--- config.mk ---
export PLATFORM = sky130hd
export DESIGN_NAME = ppu_vram_arbiter
export DESIGN_NICKNAME = d
export VERILOG_FILES = /design/src/rtl/ppu_vram_arbiter.sv
export SDC_FILE = /design/constraint.sdc
export NUM_CORES = 1
export LEC_CHECK = 0
export CORE_MARGIN = 8
export CORE_UTILIZATION = 47
export DETAILED_ROUTE_END_ITERATION = 8
export PLACE_DENSITY = 0.77
export SLEW_MARGIN = 25
export SYNTH_ARGS = -nofsm -noshare
export SYNTH_HDL_FRONTEND = slang
export SYNTH_SLANG_ARGS = --single-unit
--- constraint.sdc ---
create_clock -name clk -period 1.8 [get_ports clk]
set_input_delay 0.27 -clock clk [delete_from_list [all_inputs] [get_ports clk]]
set_output_delay 0.27 -clock clk [all_outputs]
set_load 0.01 [all_outputs]
--- src/rtl/ppu_vram_arbiter.sv ---
`default_nettype none
// ============================================================================
// Module   : ppu_vram_arbiter
// Purpose  : Shares the PPU's single 14-bit VRAM port between the render
//            fetch engine (priority) and the CPU PPUDATA path. A starvation
//            counter bounds how long a pending CPU access can be deferred.
//            Optional macro PPU_PALETTE_MIRROR_EN folds palette addresses
//            (3F00-3FFF) onto the 32-byte palette, including the
//            3F10/14/18/1C -> 3F00/04/08/0C aliases.
// Revision : 1.0 - initial release
// ============================================================================
module ppu_vram_arbiter #(
    parameter int RD_LATENCY   = 2,
    parameter int CPU_MAX_WAIT = 8
) (
    input  logic        clk,
    input  logic        rst,
    input  logic        rnd_req,
    input  logic [13:0] rnd_addr,
    output logic        rnd_ack,
    output logic [7:0]  rnd_data,
    output logic        rnd_valid,
    input  logic        cpu_req,
    input  logic        cpu_we,
    input  logic [13:0] cpu_addr,
    input  logic [7:0]  cpu_wdata,
    output logic        cpu_busy,
    output logic [7:0]  cpu_rdata,
    output logic        cpu_rvalid,
    input  logic [7:0]  data_in,
    output logic [7:0]  data_out,
    output logic [13:0] addr,
    output logic        write_request,
    output logic        read_request
);

    localparam logic [2:0] c_rd_latency = 3'(RD_LATENCY);
    localparam logic [7:0] c_max_wait   = 8'(CPU_MAX_WAIT);

    typedef enum logic [1:0] {
        ST_IDLE    = 2'd0,
        ST_RD_WAIT = 2'd1,
        ST_WR      = 2'd2
    } state_t;

    state_t      r_state_q,     w_state_d;
    logic        r_pend_q,      w_pend_d;
    logic        r_cwe_q,       w_cwe_d;
    logic [13:0] r_caddr_q,     w_caddr_d;
    logic [7:0]  r_cwdata_q,    w_cwdata_d;
    logic [7:0]  r_starve_q,    w_starve_d;
    logic [2:0]  r_lat_q,       w_lat_d;
    logic        r_owner_cpu_q, w_owner_cpu_d;
    logic [13:0] r_addr_q,      w_addr_d;
    logic [7:0]  r_data_out_q,  w_data_out_d;
    logic        r_rd_req_q,    w_rd_req_d;
    logic        r_wr_req_q,    w_wr_req_d;
    logic        r_rnd_ack_q,   w_rnd_ack_d;
    logic [7:0]  r_rnd_data_q,  w_rnd_data_d;
    logic        r_rnd_valid_q, w_rnd_valid_d;
    logic        r_cpu_busy_q,  w_cpu_busy_d;
    logic [7:0]  r_cpu_rdata_q, w_cpu_rdata_d;
    logic        r_cpu_rvalid_q, w_cpu_rvalid_d;
    logic        w_cpu_grant;
    logic        w_rnd_grant;

    // Palette folding applied to every address just before it is issued.
    function automatic logic [13:0] f_map_addr(input logic [13:0] a);
        logic [13:0] m;
        m = a;
`ifdef PPU_PALETTE_MIRROR_EN
        if (a[13:8] == 6'h3F) begin
            m = {6'h3F, 3'b000, a[4:0]};
            if (a[1:0] == 2'b00) begin
                m[4] = 1'b0;
            end
        end
`endif
        return m;
    endfunction

    // Next-state logic: CPU latch, arbitration, issue and completion.
    always_comb begin
        w_state_d      = r_state_q;
        w_pend_d       = r_pend_q;
        w_cwe_d        = r_cwe_q;
        w_caddr_d      = r_caddr_q;
        w_cwdata_d     = r_cwdata_q;
        w_starve_d     = r_starve_q;
        w_lat_d        = r_lat_q;
        w_owner_cpu_d  = r_owner_cpu_q;
        w_addr_d       = r_addr_q;
        w_data_out_d   = r_data_out_q;
        w_rd_req_d     = 1'b0;
        w_wr_req_d     = 1'b0;
        w_rnd_ack_d    = 1'b0;
        w_rnd_data_d   = r_rnd_data_q;
        w_rnd_valid_d  = 1'b0;
        w_cpu_busy_d   = r_cpu_busy_q;
        w_cpu_rdata_d  = r_cpu_rdata_q;
        w_cpu_rvalid_d = 1'b0;
        w_cpu_grant    = 1'b0;
        w_rnd_grant    = 1'b0;

        case (r_state_q)
            ST_IDLE: begin
                // Starved CPU first, then render, then any pending CPU access.
                if (r_pend_q && (r_starve_q >= c_max_wait)) begin
                    w_cpu_grant = 1'b1;
                end else if (rnd_req) begin
                    w_rnd_grant = 1'b1;
                end else if (r_pend_q) begin
                    w_cpu_grant = 1'b1;
                end

                if (w_rnd_grant) begin
                    w_addr_d      = f_map_addr(rnd_addr);
                    w_rd_req_d    = 1'b1;
                    w_rnd_ack_d   = 1'b1;
                    w_owner_cpu_d = 1'b0;
                    w_lat_d       = 3'd0;
                    w_state_d     = ST_RD_WAIT;
                end else if (w_cpu_grant) begin
                    w_addr_d      = f_map_addr(r_caddr_q);
                    w_owner_cpu_d = 1'b1;
                    w_pend_d      = 1'b0;
                    if (r_cwe_q) begin
                        w_data_out_d = r_cwdata_q;
                        w_wr_req_d   = 1'b1;
                        w_state_d    = ST_WR;
                    end else begin
                        w_rd_req_d = 1'b1;
                        w_lat_d    = 3'd0;
                        w_state_d  = ST_RD_WAIT;
                    end
                end
            end
            ST_RD_WAIT: begin
                // data_in is valid RD_LATENCY cycles after the issue cycle.
                if (r_lat_q == c_rd_latency) begin
                    w_state_d = ST_IDLE;
                    if (r_owner_cpu_q) begin
                        w_cpu_rdata_d  = data_in;
                        w_cpu_rvalid_d = 1'b1;
                        w_cpu_busy_d   = 1'b0;
                    end else begin
                        w_rnd_data_d  = data_in;
                        w_rnd_valid_d = 1'b1;
                    end
                end else begin
                    w_lat_d = r_lat_q + 3'd1;
                end
            end
            ST_WR: begin
                w_state_d    = ST_IDLE;
                w_cpu_busy_d = 1'b0;
            end
            default: begin
                w_state_d = ST_IDLE;
            end
        endcase

        // Starvation counter only runs while a CPU access waits ungranted.
        if (w_cpu_grant) begin
            w_starve_d = 8'd0;
        end else if (r_pend_q && (r_starve_q != 8'hFF)) begin
            w_starve_d = r_starve_q + 8'd1;
        end

        // A new CPU strobe is only accepted when nothing is outstanding.
        if (cpu_req && !r_cpu_busy_q) begin
            w_pend_d     = 1'b1;
            w_cpu_busy_d = 1'b1;
            w_cwe_d      = cpu_we;
            w_caddr_d    = cpu_addr;
            w_cwdata_d   = cpu_wdata;
        end
    end

    // State and output registers with synchronous reset.
    always_ff @(posedge clk) begin
        if (rst) begin
            r_state_q      <= ST_IDLE;
            r_pend_q       <= 1'b0;
            r_cwe_q        <= 1'b0;
            r_caddr_q      <= 14'd0;
            r_cwdata_q     <= 8'd0;
            r_starve_q     <= 8'd0;
            r_lat_q        <= 3'd0;
            r_owner_cpu_q  <= 1'b0;
            r_addr_q       <= 14'd0;
            r_data_out_q   <= 8'd0;
            r_rd_req_q     <= 1'b0;
            r_wr_req_q     <= 1'b0;
            r_rnd_ack_q    <= 1'b0;
            r_rnd_data_q   <= 8'd0;
            r_rnd_valid_q  <= 1'b0;
            r_cpu_busy_q   <= 1'b0;
            r_cpu_rdata_q  <= 8'd0;
            r_cpu_rvalid_q <= 1'b0;
        end else begin
            r_state_q      <= w_state_d;
            r_pend_q       <= w_pend_d;
            r_cwe_q        <= w_cwe_d;
            r_caddr_q      <= w_caddr_d;
            r_cwdata_q     <= w_cwdata_d;
            r_starve_q     <= w_starve_d;
            r_lat_q        <= w_lat_d;
            r_owner_cpu_q  <= w_owner_cpu_d;
            r_addr_q       <= w_addr_d;
            r_data_out_q   <= w_data_out_d;
            r_rd_req_q     <= w_rd_req_d;
            r_wr_req_q     <= w_wr_req_d;
            r_rnd_ack_q    <= w_rnd_ack_d;
            r_rnd_data_q   <= w_rnd_data_d;
            r_rnd_valid_q  <= w_rnd_valid_d;
            r_cpu_busy_q   <= w_cpu_busy_d;
            r_cpu_rdata_q  <= w_cpu_rdata_d;
            r_cpu_rvalid_q <= w_cpu_rvalid_d;
        end
    end

    assign rnd_ack       = r_rnd_ack_q;
    assign rnd_data      = r_rnd_data_q;
    assign rnd_valid     = r_rnd_valid_q;
    assign cpu_busy      = r_cpu_busy_q;
    assign cpu_rdata     = r_cpu_rdata_q;
    assign cpu_rvalid    = r_cpu_rvalid_q;
    assign data_out      = r_data_out_q;
    assign addr          = r_addr_q;
    assign write_request = r_wr_req_q;
    assign read_request  = r_rd_req_q;

endmodule
`default_nettype wire

Word level (Yosys, flattened, before mapping). Index checks and enable logic that the tools add are counted.

Bits in registers: 82. Bits of input ports: 49. Output and inout bits: 44. Word-level logic and storage cells: 97.

$add $sub $neg: 2. $lt $le $gt $ge: 1. Equal/unequal tests: 11. Muxes and demuxes: 37. Bitwise operators: 6. Reductions and logical operators: 22.

Operator list (number): $mux W14 (2); $mux W1 (24); $mux W3 (4); $reduce_and A3 Y1 (4); $add A8 B1 Y8 const B (1); $ge A8 B4 Y1 const B (1); $mux W2 (4); $ne A8 B8 Y1 const B (1); $reduce_and A4 Y1 (2); $reduce_bool A2 Y1 (4); $ne A2 B2 Y1 const B (3); $ne A3 B3 Y1 const B (2); $not A1 Y1 (6); $pmux W3 S2 (1); $pmux W2 S2 (1); $reduce_and A2 Y1 (2); $reduce_or A2 Y1 (2); $reduce_or A4 Y1 (1); $add A3 B1 Y3 const B (1); $eq A3 B2 Y1 const B (1); $logic_and A1 B1 Y1 (3); $ne A3 B1 Y1 const B (1); $ne A3 B2 Y1 const B (1); $reduce_bool A3 Y1 (1); 6 further kinds (6).

Longest topological paths before layout. Gate-level depths: netlist of the first run.

Depth in word-level cells: 8. Gate-level depth with buffers: 7. Mapped depth without buffers: 6.

Worst setup path before layout of the first run. OpenSTA, ideal clock, no wires.

Path type: reg2reg. From: register r_state_q[1]. To: register r_data_out_q[1] (netlist: data_out[1]). Library setup time: 0.128 ns. Arrival: 1.418 ns. Required time: 1.672 ns. Setup slack: 0.255 ns. Cell stages (with the launch flop): 6. Path buffers: 1. Clock period less this slack: 1.545 ns. Cells stage by stage: dfxtp_1 > or3b_4 > a211oi_4 > buf_6 > mux2i_1 > nor2_1.

Word-level cells in the longest chain between the ends: 2.

Ends and longest elaborated chain: from (decl) (line 46) `state_t r_state_q, w_state_d;`; from (signal assigned) (line 202) `r_state_q <= w_state_d;`; $logic_not A2 Y1 (line 105) `case (r_state_q)`; $reduce_and A4 Y1 (no source line); to (signal assigned) (line 211) `r_data_out_q <= w_data_out_d;`; to (decl) (line 55) `logic [7:0] r_data_out_q, w_data_out_d;`.

No other way between the ends. A chain may end at the register's enable or synchronous reset.

Final worst setup path of the first run.
From: register r_starve_q[4]. To: register r_lat_q[1].

Word-level cells in the longest chain between the ends: 6. Elaborated cells between the ends (all ways): 11. Those cells by class: 1 x order compare; 2 x eq/ne; 6 x mux; 2 x reduce/logical.

Ends and longest elaborated chain: from (decl) (line 51) `logic [7:0] r_starve_q, w_starve_d;`; from (signal assigned) (line 207) `r_starve_q <= w_starve_d;`; $ge A8 B4 Y1 * (line 108) `if (r_pend_q && (r_starve_q >= c_max_wait)) begin`; $logic_and A1 B1 Y1 * (line 108); $mux W1 (line 108); $mux W1 (line 105); $ne A3 B2 Y1 (no source line) (tied with other cells); $reduce_and A4 Y1 (no source line) or $pmux W3 S2 (tied branches); to (signal assigned) (line 208) `r_lat_q <= w_lat_d;`; to (decl) (line 52) `logic [2:0] r_lat_q, w_lat_d;`.

Mark *: on every way between the ends. The rest lies on a longest branch, timed or not. The select of a mux whose other input is x is not followed.

==> impl_metrics.prom, run 1 <==
# TYPE chip_impl_metric gauge
chip_impl_metric{name="placementRows",unit=""} 30
chip_impl_metric{name="clk_latency",unit="ns"} 0.34
chip_impl_metric{name="finish.net_count",unit=""} 500
chip_impl_metric{name="grt_overflow",unit=""} 0
chip_impl_metric{name="globalplace.congestion",unit=""} 0.7546
chip_impl_metric{name="ys_seq_elements",unit=""} 82
chip_impl_info{name="cp-start-kind",value="flip-flop"} 1
chip_impl_metric{name="cts.htree.levels",unit=""} 3
chip_impl_info{name="synth.largest_area_cell",value="dfxtp_1"} 1
chip_impl_metric{name="post-place-cells",unit=""} 516
chip_impl_info{name="dominantRegCellSynth",value="dfxtp_1"} 1
chip_impl_metric{name="max_freq",unit="MHz"} 602.7
chip_impl_metric{name="wirelength",unit="microns"} 7833
chip_impl_metric{name="dieWidth",unit="microns"} 99.15
chip_impl_metric{name="detail_route.wirelength.met1",unit="microns"} 3560
chip_impl_metric{name="cts-root-to-sink-buffers",unit=""} 2
chip_impl_metric{name="post_cts_hold_buffer_count",unit=""} 0
chip_impl_metric{name="gr-usage-all-layers",unit="%"} 16.28
chip_impl_metric{name="syn2layout_area_growth",unit="%"} 38.85
chip_impl_metric{name="netSwitchingPower",unit="uW"} 982.5
chip_impl_metric{name="setup_viol_count_final",unit=""} 0
chip_impl_metric{name="average_footprint_of_a_synthesized_cell",unit="sq um"} 9.337
chip_impl_metric{name="post_synth_edffs",unit=""} 0
chip_impl_info{name="routed.top_layer",value="met4"} 1
chip_impl_metric{name="placement.io_buffers",unit=""} 92
chip_impl_metric{name="comb_power_share",unit="%"} 16.5
chip_impl_metric{name="grt_start_max_net_pins",unit=""} 36
chip_impl_metric{name="critical_path_peak_fanout",unit=""} 5
chip_impl_metric{name="core_region_area",unit="sq um"} 6756
chip_impl_info{name="cts_root_buffer",value="clkbuf_8"} 1
chip_impl_info{name="cts_tree",value="yes"} 1
chip_impl_metric{name="grt_first_pass_wirelength",unit="microns"} 13010
chip_impl_metric{name="number_of_antenna_violations_at_the_first_check_in_global_routing",unit=""} 0
chip_impl_metric{name="share_of_the_synthesized_area_in_the_top_cell_type",unit="%"} 50.52
chip_impl_metric{name="dp_hpwl",unit="microns"} 5775
chip_impl_metric{name="grt_pass1_vias",unit=""} 2739
chip_impl_info{name="timing_worst_setup_path_type",value="reg2reg"} 1
chip_impl_info{name="slowest_stage",value="nor4b_4"} 1
chip_impl_info{name="crit_family",value="simple AND/OR/NAND/NOR gates"} 1
chip_impl_metric{name="required",unit="ns"} 2.07
chip_impl_metric{name="dr_wl_met2",unit="microns"} 3449
chip_impl_metric{name="min_period_over_period",unit="%"} 92.18
chip_impl_metric{name="power.switching_fraction",unit="%"} 26.18
chip_impl_metric{name="min_period",unit="ns"} 1.659
chip_impl_metric{name="synth_area",unit="sq um"} 3249
chip_impl_metric{name="top_level_ports",unit=""} 93
chip_impl_metric{name="crit_path_max_cell_delay",unit="ns"} 0.42
chip_impl_metric{name="start_util",unit="%"} 48.09
chip_impl_info{name="synthMostInstantiatedCell",value="dfxtp_1"} 1
chip_impl_metric{name="timing.max_cap.violations",unit=""} 0
chip_impl_metric{name="cts_made_buffers",unit=""} 9
chip_impl_metric{name="share_seq_of_total_power",unit="%"} 52.5
chip_impl_metric{name="pleak",unit="uW"} 0.001754
chip_impl_metric{name="worst_pin_slew",unit="ns"} 0.4477
chip_impl_metric{name="total_power",unit="uW"} 3753
chip_impl_metric{name="fp.dieArea",unit="sq um"} 9830
chip_impl_metric{name="power_report.internal_total",unit="uW"} 2771
chip_impl_metric{name="ff2ff_setup_slack",unit="ns"} 0.14
chip_impl_metric{name="path_buf_inv",unit=""} 1
chip_impl_metric{name="vias_per_cell",unit=""} 5.094
chip_impl_metric{name="postLayoutCoreUtil",unit="%"} 66.78
chip_impl_metric{name="cts_clock_pin_slew_for_the_worst_setup_and_hold_paths",unit="ns"} 0.08
chip_impl_metric{name="drt_iter0_markers",unit=""} 114
chip_impl_info{name="worstHoldPathType",value="in2reg"} 1
chip_impl_metric{name="ctsResizeCount",unit=""} 0
chip_impl_metric{name="drive_gt1_share",unit="%"} 8.869
chip_impl_metric{name="syn_nets",unit=""} 401
chip_impl_metric{name="crit_arrival",unit="ns"} 1.93
chip_impl_metric{name="remaining_drc_errors",unit=""} 0
chip_impl_info{name="grt_setup_unrepaired",value="false"} 1
chip_impl_metric{name="yosysWarnings",unit=""} 0
chip_impl_metric{name="clk_skew",unit="ns"} 0.007268
chip_impl_info{name="status",value="finished clean"} 1
chip_impl_metric{name="fraction_of_the_yosys_area_taken_by_sequential_cells",unit="%"} 50.52
chip_impl_metric{name="post_synthesis_async_set_or_reset_flop_share",unit="%"} 0
chip_impl_metric{name="antenna-diode-count",unit=""} 0
chip_impl_info{name="synth_common_cells",value="dfxtp_1 (82), nor2_1 (51), nand2_1 (50)"} 1
chip_impl_info{name="netlist_top_cells_area",value="dfxtp_1 (51%), mux2i_1 (13%), nor2_1 (5.9%), nand2_1 (5.8%), a21oi_1 (4.2%)"} 1
chip_impl_metric{name="power.share.clock",unit="%"} 31.1
chip_impl_metric{name="finalHoldViolations",unit=""} 0
chip_impl_metric{name="routed_wire_length_per_instance",unit="microns"} 14.75
chip_impl_metric{name="ys_types",unit=""} 36
chip_impl_metric{name="final_antenna_net_count",unit=""} 0
chip_impl_metric{name="die_y",unit="microns"} 99.15
chip_impl_metric{name="clock_sink_total",unit=""} 82
chip_impl_metric{name="drtPass1Iterations",unit=""} 4
chip_impl_metric{name="met3_length",unit="microns"} 734
chip_impl_metric{name="final_cell_count_no_fill",unit=""} 531
chip_impl_metric{name="synthesis.instances",unit=""} 348
chip_impl_metric{name="slew-limit-headroom",unit="%"} 70.04
chip_impl_metric{name="power_density",unit="nW/um^2"} 831.9
chip_impl_info{name="critical_path.cell_chain",value="nor4b_4 -> buf_4 -> a211oi_4 -> nor3_2 -> mux2i_1"} 1
chip_impl_metric{name="final-max-slew-violation-count",unit=""} 0
chip_impl_metric{name="power.ir.vdd_worst",unit="uV"} 467.0
chip_impl_metric{name="vias",unit=""} 2705
chip_impl_metric{name="post-cts-setup-buffers",unit=""} 0
chip_impl_info{name="worst_setup_path_end_kind",value="flip-flop"} 1
## cells in the final DEF, fill, tap and decap left out, types with 6 or more instances in the layout
cell type        synthesis  routed
a211oi_1                15      15
a21oi_1                 27      27
buf_4                    0      12
clkbuf_8                 0      10
clkdlybuf4s50_1          0      91
dfxtp_1                 82      82
inv_1                    6       6
mux2i_1                 42      42
nand2_1                 50      50
nor2_1                  51      51
o21ai_0                  6       6
## layout make-up
class                   count  area (sq um)
fillers                   562          2245
flip-flops and latches     82          1642
clock inverters             5         31.28
repair buffers            108          1086
inverters                   6         22.52
well taps                  80         100.1
multi-input cells         240          1493
clock buffers              10         137.6
## power by group through the flow
stage | clock, uW | sequential [uW] | combinational, uW
2_1_floorplan | 0 | 2030 | 287
3_3_place_gp | 0 | 2010 | 608
3_5_place_dp | 0 | 2010 | 620
4_1_cts | 1180 | 1970 | 623
5_1_grt | 1280 | 1980 | 672
6_report | 1170 | 1970 | 618
## flip-flops by register name, indices dropped and copies added, names as in the netlist
name,flops
rnd_ack,1
data_out,8
r_starve_q,8
r_lat_q,3
r_cwdata_q,8
r_state_q,2
addr,14
read_request,1
r_caddr_q,14
r_cwe_q,1
write_request,1
cpu_rvalid,1
cpu_busy,1
cpu_rdata,8
rnd_valid,1
rnd_data,8
r_pend_q,1
r_owner_cpu_q,1
## through the flow
| stage | area, sq um | TNS, ns | hold WS, ns | worst slack (ns) |
|---|---|---|---|---|
| 3_3_place_gp | 4343 | -0.4804 | 0.4429 | -0.06580 |
| 6_report | 4512 | 0 | 0.3508 | 0.1408 |
| 3_5_place_dp | 4343 | -0.7679 | 0.4466 | -0.1364 |
| 5_1_grt | 4512 | 0 | 0.3495 | 0.07111 |
| 2_1_floorplan | 3249 | 0 | 0.4060 | 0.2549 |
| 4_1_cts | 4512 | 0 | 0.3336 | 0.1365 |
## cell families (layout without fill, tap and decap cells)
logic type / count (synthesis) / after routing / synth area share, %
compound gates: 56 / 56 / 11.28
buf+inv: 26 / 129 / 3.619
xor+xnor: 3 / 3 / 0.8088
fa+ha+maj: 4 / 4 / 1.540
mux: 42 / 42 / 12.94
simple gates: 135 / 135 / 19.29
flops: 82 / 82 / 50.52
## metal layers
layer  global-route usage, %  up-vias
met5                       0        -
li1                        -     1380
met2                   24.58       75
met4                   5.239        0
met1                   19.55     1243
met3                   8.380        7
## worst paths after layout
kind	cells after the start	from	end
worst min-delay path	2	rst	rnd_data[0]
worst max-delay path	5	r_starve_q[4]	r_lat_q[1]
worst max register to register	5	r_starve_q[4]	r_lat_q[1]
worst min register to register	2	r_caddr_q[7]	r_caddr_q[7]
No activity file was read; power rests on OpenSTA's default activity.
==> run 2: changes to the inputs <==
Settings changed: HOLD_SLACK_MARGIN set to 0.1.
==> results of run 2 <==
Final layout, timing and power as in run 1 (identical DEF).
==> RTL change: new RTL, flow settings as in run 1 <==
The option `PPU_PALETTE_MIRROR_EN` is turned on by a define.
--- a/src/rtl/ppu_vram_arbiter.sv
+++ b/src/rtl/ppu_vram_arbiter.sv
@@ -10,4 +10,6 @@
 // Revision : 1.0 - initial release
 // ============================================================================
+`define PPU_PALETTE_MIRROR_EN
+
 module ppu_vram_arbiter #(
     parameter int RD_LATENCY   = 2,
Check against the original RTL: not equivalent (a bounded check fails within 4 cycles, from zero or initial values and one cycle with rst high).
==> RTL change against run 1 <==
- the flow now finishes with violations (negative setup slack)
- utilization is 0.99 points higher
- cell count increased by 2.1%
- synthesized area shrank 0.73%
- wire length increased by 8.4%
- synthesized cell count is 0.57% higher
- worst setup slack got worse by 0.15 ns
- sequential cell count is the same
- design area grew 0.92%
- power shrank 0.88%
- critical path type unchanged
- critical endpoint unchanged
==> RTL change: results (changes against run 1) <==
setup_violations: 1  # +1
place_ws_ns: -0.214  # -0.0774 ns
dr_wl_met2_mm: 4.04  # +17%
ys_seq_area_share_pct: 50.9  # +0.37 points
dp_hpwl_mm: 6.18  # +7.1%
n_fill_cell: 564  # +0.36%
synthXorXnorAreaFrac_pct: 1.09  # +0.28 points
synthToLayoutAreaGrowth_pct: 41.2
crit_path_max_incr_delay_ns: 0.56  # +0.14 ns
nNonClkInverters: 9  # +3
violations: "negative setup slack"
buf_share_pct: 24.1  # +0.029 points
synth-compound-area-share_pct: 13.3  # +2.0 points
cp_slowest_cell: "or4_4"
status: "finished with violations"
clkCellAreaFrac_pct: 3.87  # +0.13 points
vias: 2852  # +5.4%
use_met2_pct: 29.0  # +4.4 points
wl_met3_um: 445  # -39%
seqAreaFraction_pct: 36.1  # -0.30 points
tightest_slew_ns: 0.395  # -0.0532 ns
grt_max_degree: 39  # +8.3%
reg2regPathDepth: 4  # -1
dp_cells: 526  # +1.9%
fin_nets: 510  # +2.0%
grt_util_all_layers_pct: 17.9  # +1.6 points
yosys-top-cells-count: "dfxtp_1, nand2_1, nor2_1"
power.internal_uw: 2710  # -2.3%
worstPathArrival_ns: 2.05  # +0.12 ns
seq_cell_count: 82  # unchanged
nClkBuffers: 9  # -1
drt-met1-wl_mm: 3.86  # +8.3%
grt_pass1_vias: 2987  # +9.1%
syn_nets: 403  # +0.50%
tns_ns: -0.00957  # -0.00957 ns
fin_ws_ns: -0.00957  # -0.150 ns
wl_per_cell_um: 15.7  # +6.2%
multi_input_area_mm2: 0.00150  # +0.67%
drt_iter0_drc: 199  # +75%
placed_area_mm2: 0.00435  # +0.12%
met1_usage_pct: 21.7  # +2.2 points
gp_congestion: 0.783  # +3.8%
comb_power_share_pct: 14.5  # -2.0 points
## RTL change: cell types whose count changed after synthesis, moves of 3 or more
cell,run 1,this run
a211oi_1,15,0
a21oi_1,27,30
and3_1,2,5
inv_1,6,9
mux2i_1,42,35
nand2_1,50,54
nor2_1,51,40
o21ai_0,6,9
o2bb2ai_1,0,10
## RTL change: worst paths after layout
check / slack, ns / startpoint / to
worst min register to register: 0.46 / r_cwdata_q[1]$_SDFFE_PP0P_ / r_cwdata_q[1]$_SDFFE_PP0P_
worst max register to register: -0.01 / r_starve_q[7]$_SDFFE_PP0P_ / r_lat_q[1]$_SDFFE_PP0P_
worst max-delay path: -0.01 / r_starve_q[7]$_SDFFE_PP0P_ / r_lat_q[1]$_SDFFE_PP0P_
worst min-delay path: 0.27 / rst / rnd_ack$_SDFF_PP0_
## RTL change: worst reg2reg max path: stages, from the launching register on
cell,delay [ns]
dfxtp_2,0.33
or4_4,0.56
a2bb2oi_2,0.16
a311o_1,0.34
mux2_4,0.32
